### config.mk
export PLATFORM = sky130hd
export DESIGN_NAME = pipe_ctrl
export DESIGN_NICKNAME = d
export VERILOG_FILES = /design/src/rtl/pipe_ctrl.sv
export SDC_FILE = /design/constraint.sdc
export NUM_CORES = 1
export LEC_CHECK = 0
export ABC_AREA = 1
export CORE_AREA = 2 2 159 161
export DETAILED_ROUTE_END_ITERATION = 6
export DIE_AREA = 0 0 161 163
export SLEW_MARGIN = 20
export SYNTH_ARGS = -nofsm -noshare
export SYNTH_HDL_FRONTEND = slang
export SYNTH_SLANG_ARGS = --single-unit
### constraint.sdc
create_clock -name CLK -period 3.3 [get_ports CLK]
set_input_delay 0.66 -clock CLK [delete_from_list [all_inputs] [get_ports CLK]]
set_output_delay 0.66 -clock CLK [all_outputs]
set_load 0.005 [all_outputs]
### src/rtl/pipe_ctrl.sv
// Central pipeline controller: per-stage valids, latch enables, flushes, PC redirect and trap settle FSM.
// Optional performance counters are built only when PIPE_CTRL_PERF_EN is defined.
module pipe_ctrl #(
  parameter int NUM_STAGES = 5,
  parameter int XLEN       = 64,
  parameter int TRAP_HOLD  = 2
) (
  input  logic                  CLK,
  input  logic                  RESET,
  input  logic                  FE_FIRE,
  input  logic                  MEM_BUSY,
  input  logic                  BR_TAKEN,
  input  logic [XLEN-1:0]       BR_TARGET,
  input  logic                  TRAP_REQ,
  input  logic [XLEN-1:0]       TRAP_VEC,
  output logic [NUM_STAGES-1:0] STAGE_V,
  output logic [NUM_STAGES-1:0] STAGE_EN,
  output logic [NUM_STAGES-1:0] FLUSH,
  output logic                  PC_REDIRECT,
  output logic [XLEN-1:0]       PC_TARGET,
  output logic                  FE_HOLD,
  output logic [1:0]            CTRL_STATE,
  output logic [XLEN-1:0]       PERF_CYCLES,
  output logic [XLEN-1:0]       PERF_RETIRED,
  output logic [XLEN-1:0]       PERF_STALLS
);

  localparam int WB = NUM_STAGES - 1;
  localparam logic [1:0] ST_RUN        = 2'b00;
  localparam logic [1:0] ST_TRAP_FLUSH = 2'b01;
  localparam logic [1:0] ST_TRAP_WAIT  = 2'b10;
  localparam logic [3:0] HOLD_INIT     = 4'(TRAP_HOLD);

  logic [1:0]            state_q, state_d;
  logic [3:0]            hold_q, hold_d;
  logic [NUM_STAGES-1:0] stage_v_q, stage_v_d;
  logic                  redirect_q, redirect_d;
  logic [XLEN-1:0]       target_q, target_d;

  logic                  in_run, accept, trap_fire, br_fire, stall, fe_hold;
  logic [NUM_STAGES-1:0] flush, stage_en;

  // NOTE: every always_comb output gets a default first so no path can infer a latch.
  always_comb begin
    in_run    = (state_q == ST_RUN);
    // A redirect in flight blocks new acceptance, so PC_REDIRECT never fires back-to-back.
    accept    = in_run & stage_v_q[WB] & ~redirect_q;
    trap_fire = accept & TRAP_REQ;
    br_fire   = accept & BR_TAKEN & ~TRAP_REQ;
    fe_hold   = ~in_run;

    flush = '0;
    if (br_fire)   flush = {1'b0, {(NUM_STAGES-1){1'b1}}};
    if (trap_fire) flush = '1;

    stall    = MEM_BUSY & ~(trap_fire | br_fire);
    stage_en = stall ? {1'b1, {(NUM_STAGES-1){1'b0}}} : '1;

    stage_v_d = stage_v_q;
    if (stage_en[0]) stage_v_d[0] = FE_FIRE & ~fe_hold & ~flush[0];
    for (int i = 1; i < NUM_STAGES; i++) begin
      if (stage_en[i]) stage_v_d[i] = stage_v_q[i-1] & ~flush[i];
    end
    if (stall) stage_v_d[WB] = 1'b0;

    state_d = state_q;
    hold_d  = hold_q;
    case (state_q)
      ST_RUN:        if (trap_fire) state_d = ST_TRAP_FLUSH;
      ST_TRAP_FLUSH: begin
        hold_d  = HOLD_INIT;
        state_d = ST_TRAP_WAIT;
      end
      ST_TRAP_WAIT: begin
        hold_d = hold_q - 4'd1;
        if (hold_q <= 4'd1) begin
          hold_d  = 4'd0;
          state_d = ST_RUN;
        end
      end
      default:       state_d = ST_RUN;
    endcase

    redirect_d = trap_fire | br_fire;
    target_d   = target_q;
    if (trap_fire)    target_d = TRAP_VEC;
    else if (br_fire) target_d = BR_TARGET;
  end

  // NOTE: sequential state uses non-blocking assignments so all flops update from pre-edge values.
  always_ff @(posedge CLK or posedge RESET) begin
    if (RESET) begin
      state_q    <= ST_RUN;
      hold_q     <= 4'd0;
      stage_v_q  <= '0;
      redirect_q <= 1'b0;
      target_q   <= '0;
    end else begin
      state_q    <= state_d;
      hold_q     <= hold_d;
      stage_v_q  <= stage_v_d;
      redirect_q <= redirect_d;
      target_q   <= target_d;
    end
  end

  assign STAGE_V     = stage_v_q;
  assign STAGE_EN    = stage_en;
  assign FLUSH       = flush;
  assign PC_REDIRECT = redirect_q;
  assign PC_TARGET   = target_q;
  assign FE_HOLD     = fe_hold;
  assign CTRL_STATE  = state_q;

`ifdef PIPE_CTRL_PERF_EN
  logic [XLEN-1:0] cycles_q, cycles_d, retired_q, retired_d, stalls_q, stalls_d;

  always_comb begin
    cycles_d  = cycles_q + XLEN'(1);
    retired_d = retired_q + XLEN'(stage_v_q[WB] & ~trap_fire);
    stalls_d  = stalls_q + XLEN'(MEM_BUSY & in_run);
  end

  always_ff @(posedge CLK or posedge RESET) begin
    if (RESET) begin
      cycles_q  <= '0;
      retired_q <= '0;
      stalls_q  <= '0;
    end else begin
      cycles_q  <= cycles_d;
      retired_q <= retired_d;
      stalls_q  <= stalls_d;
    end
  end

  assign PERF_CYCLES  = cycles_q;
  assign PERF_RETIRED = retired_q;
  assign PERF_STALLS  = stalls_q;
`else
  assign PERF_CYCLES  = '0;
  assign PERF_RETIRED = '0;
  assign PERF_STALLS  = '0;
`endif

endmodule

==> key figures <==
Final layout
  • Antenna cells: 0
  • Fill count: 2,728
  • Layout area overhead: 34.38%
  • Nets@finish: 1,159
  • Multi-input logic area: 2389 sq um
  • Commonest non-fill, non-tap cell in the layout: nand2_1
  • Sequential cell area: 1902 sq um
  • Util after Layout: 31.37%
  • Layout cells sized above 1: 2.732%
  • Most frequent cells in the layout: nand2_1, clkdlybuf4s50_1, conb_1, inv_1, nand3_1

Power and ir drop
  • Sw Pwr: 0.001644 W
  • Reg power frac: 34.3%
  • Clock share of power: 20.3%
  • P_int: 0.003054 W
  • Combinational share of power: 45.4%
  • Net Sw Frac: 34.99%
  • Leakage: 4.258 nW
  • Cell Pwr Density: 606.9 nW/um^2
  • Peak supply drop: 207.4 uV

GRT
  • Total GRT Usage: 11.34%
  • First-pass GRT wire length: 23,220 um
  • Initial antenna violation count: 0
  • Global route total overflow: 0
  • Largest net degree at the start of global routing: 70
  • Vias in the first global route: 4,416

Routing
  • Routed length per instance: 11.48 um
  • Detailed Route Iter0 Violations: 185
  • Drt total wl: 15,560 um
  • Routed Antenna Nets: 0
  • Vias per Instance: 3.681
  • Drt pass-1 iters: 6
  • Post-route DRC: 0
  • Vias: 4,988

Timing
  • Fmax: 0.3493 GHz
  • Final Cycle Share: 86.75%
  • # setup viols final: 0
  • Worst-Margin Slew: 0.8156 ns
  • Min Tclk post-route: 2.863 ns
  • Setup TNS: 0 ns
  • Max_slew headroom: 45.63%
  • Final Hold Fails: 0
  • Slew Viols, Final: 0
  • Clock skew: 0.01109 ns
  • Final setup margin: 0.4372 ns
  • RSZ-0062 raised after global routing: false

Worst setup path
  • Critical R2R Capture: PC_TARGET[29]
  • CP max-delay cell: clkdlybuf4s50_1
  • Req. time, crit path: 2.64 ns
  • Worst flop-to-flop path startpoint: CTRL_STATE[1]
  • Data arrival, critical path: 2.20 ns
  • Crit path buf inv count: 2
  • FF-to-FF setup slack: 0.94 ns
  • Worst path cell trace: inv_1, ha_1, nand2_1, nor3_4, clkdlybuf4s50_1
  • Kind of critical path: reg2out
  • CP startpoint kind: flop
  • CP max stage delay: 0.57 ns
  • Worst r2r path cells: 7
  • Crit end category: output pin
  • CP Max Fanout: 5
  • CP top delay family: buffers and inverters

Status
  • Run status: complete, no violations

Synth
  • Post-synth EDFFs: 0
  • Cell Area, Synth: 5761 sq um
  • Top FF cell, synth: dfrtp_1
  • Largest family of logic cells by synthesized area: buffers and inverters
  • Mux share of post-synthesis cell area: 0%
  • Avg Inst Size Synth: 6.932 sq um
  • Synth warnings: 0
  • Cells after Synth: 831
  • Unique cell type count in the Yosys netlist: 19
  • Seq/Total Area, Yosys: 33.01%
  • Synth Register Bits: 76
  • Post-synthesis simple-gate area fraction: 26.35%
  • Synth Area in XOR/XNOR: 0.1520%
  • Synth Area in Compound Gates: 0.8688%
  • Async SR Flop Fraction: 100.0%
  • Synth Area in Adders: 1.086%

Clock network
  • Hold_buf cts: 0
  • Clock Latency Late Sink: 0.34 ns
  • TritonCTS Sinks: 76
  • Reg clk slew, reported paths: 0.07 ns
  • Maximum clock path buffer count: 2
  • CTS Buf Count: 9
  • CTS root buffer: clkbuf_16
  • Post-CTS sizing: 0
  • CTS tree: built
  • Setup Buffers After CTS: 0
  • Htree depth: 3

Worst hold path
  • Hold Crit Endpoint: PC_TARGET[40]
  • Hold Path Cell Cnt: 2
  • Hold Path Origin: PC_TARGET[40]
  • Hold/Removal Path Class: reg2reg

Floorplan
  • Chip width: 161 um
  • Die H: 163 um
  • Cell Rows: 58
  • Starting density of the core: 23.35%
  • Total core area: 24,670 sq um
  • Die area: 26,240 sq um
  • Ports: 409

Placement
  • GPL Wtd Cong: 0.7377
  • Buffers on Ports: 215
  • Hpwl dp: 11,080 um
  • DP Worst Slack: 0.5335 ns

Run
  • Max-Cap Viols: 0
==> power by group through the flow <==
stage	registers, W	logic, W	clock network (W)
6_report	0.00161	0.00213	0.000952
5_1_grt	0.00167	0.00237	0.00104
4_1_cts	0.00162	0.00217	0.00101
3_5_place_dp	0.00162	0.00217	0
3_3_place_gp	0.00161	0.00214	0
2_1_floorplan	0.00163	0.00103	0
==> worst min-delay path, cell delays in order (launching register included) <==
cell	delay, ns
dfrtp_1	0.34
nand2_1	0.05
nand2_1	0.05
==> through the flow <==
stage | cell area, sq um | power [W] | hold slack (ns) | std cells
global route | 7741 | 0.005088 | 0.4993 | 1355
global placement | 7461 | 0.003754 | 0.4609 | 1339
finish | 7741 | 0.004698 | 0.4767 | 1355
CTS | 7741 | 0.004803 | 0.4815 | 1355
floorplan | 6477 | 0.002662 | 0.4726 | 1022
detailed placement | 7461 | 0.003790 | 0.4641 | 1339
==> Yosys cell counts, drive strengths merged, types with 2 or more instances <==
master | count | area [sq um]
nor2 | 8 | 30.03
conb | 2 | 7.510
inv | 143 | 536.8
ha | 5 | 62.56
clkbuf | 12 | 45.04
dfrtp | 76 | 1902
nand3 | 131 | 655.6
o21ai | 2 | 10.00
buf | 224 | 1630
nand2 | 216 | 810.8
a21oi | 8 | 40.04
nor3 | 2 | 15.01
==> final cells by class <==
type	count	share of cell area, %
flip-flops and latches	76	24.57
clock inverters	5	0.4849
inverters	143	6.950
well taps	330	5.334
multi-input cells	567	30.86
repair buffers	223	28.67
clock buffers	11	3.136
==> state kept, by name (all words and copies together), names as in the netlist <==
signal	cells
CTRL_STATE	2
PC_REDIRECT	1
PC_TARGET	64
STAGE_V	5
hold_q	4
==> per-layer routing <==
metal	GRT usage, %	share of wire [%]	vias up
met5	0	0	-
met1	13.26	39	2258
li1	-	-	2456
met2	20.00	50	255
met4	3.653	1.7	0
met3	3.285	8.5	19
==> kinds of logic after synthesis <==
| family | count (synthesis) |
|---|---|
| buffers and inverters | 379 |
| and+or+nand+nor | 358 |
| DFF | 76 |
| AOI/OAI and AO/OA | 10 |
| adders and majority gates | 5 |
| other | 2 |
| xor gates and xnor gates | 1 |
==> how the worst max path moves through the flow <==
stage                        startpoint  cells past startpoint            end  slack (ns)
after floorplan                   RESET                      1  CTRL_STATE[0]        0.70
after global placement         BR_TAKEN                      4       FLUSH[2]        0.53
after detailed placement       BR_TAKEN                      4       FLUSH[1]        0.53
after CTS                 CTRL_STATE[1]                      5       FLUSH[1]        0.40
after global routing      CTRL_STATE[1]                      5       FLUSH[2]        0.31
final                     CTRL_STATE[1]                      5       FLUSH[1]        0.44
Note: power is estimated with default switching activity, not from simulation.
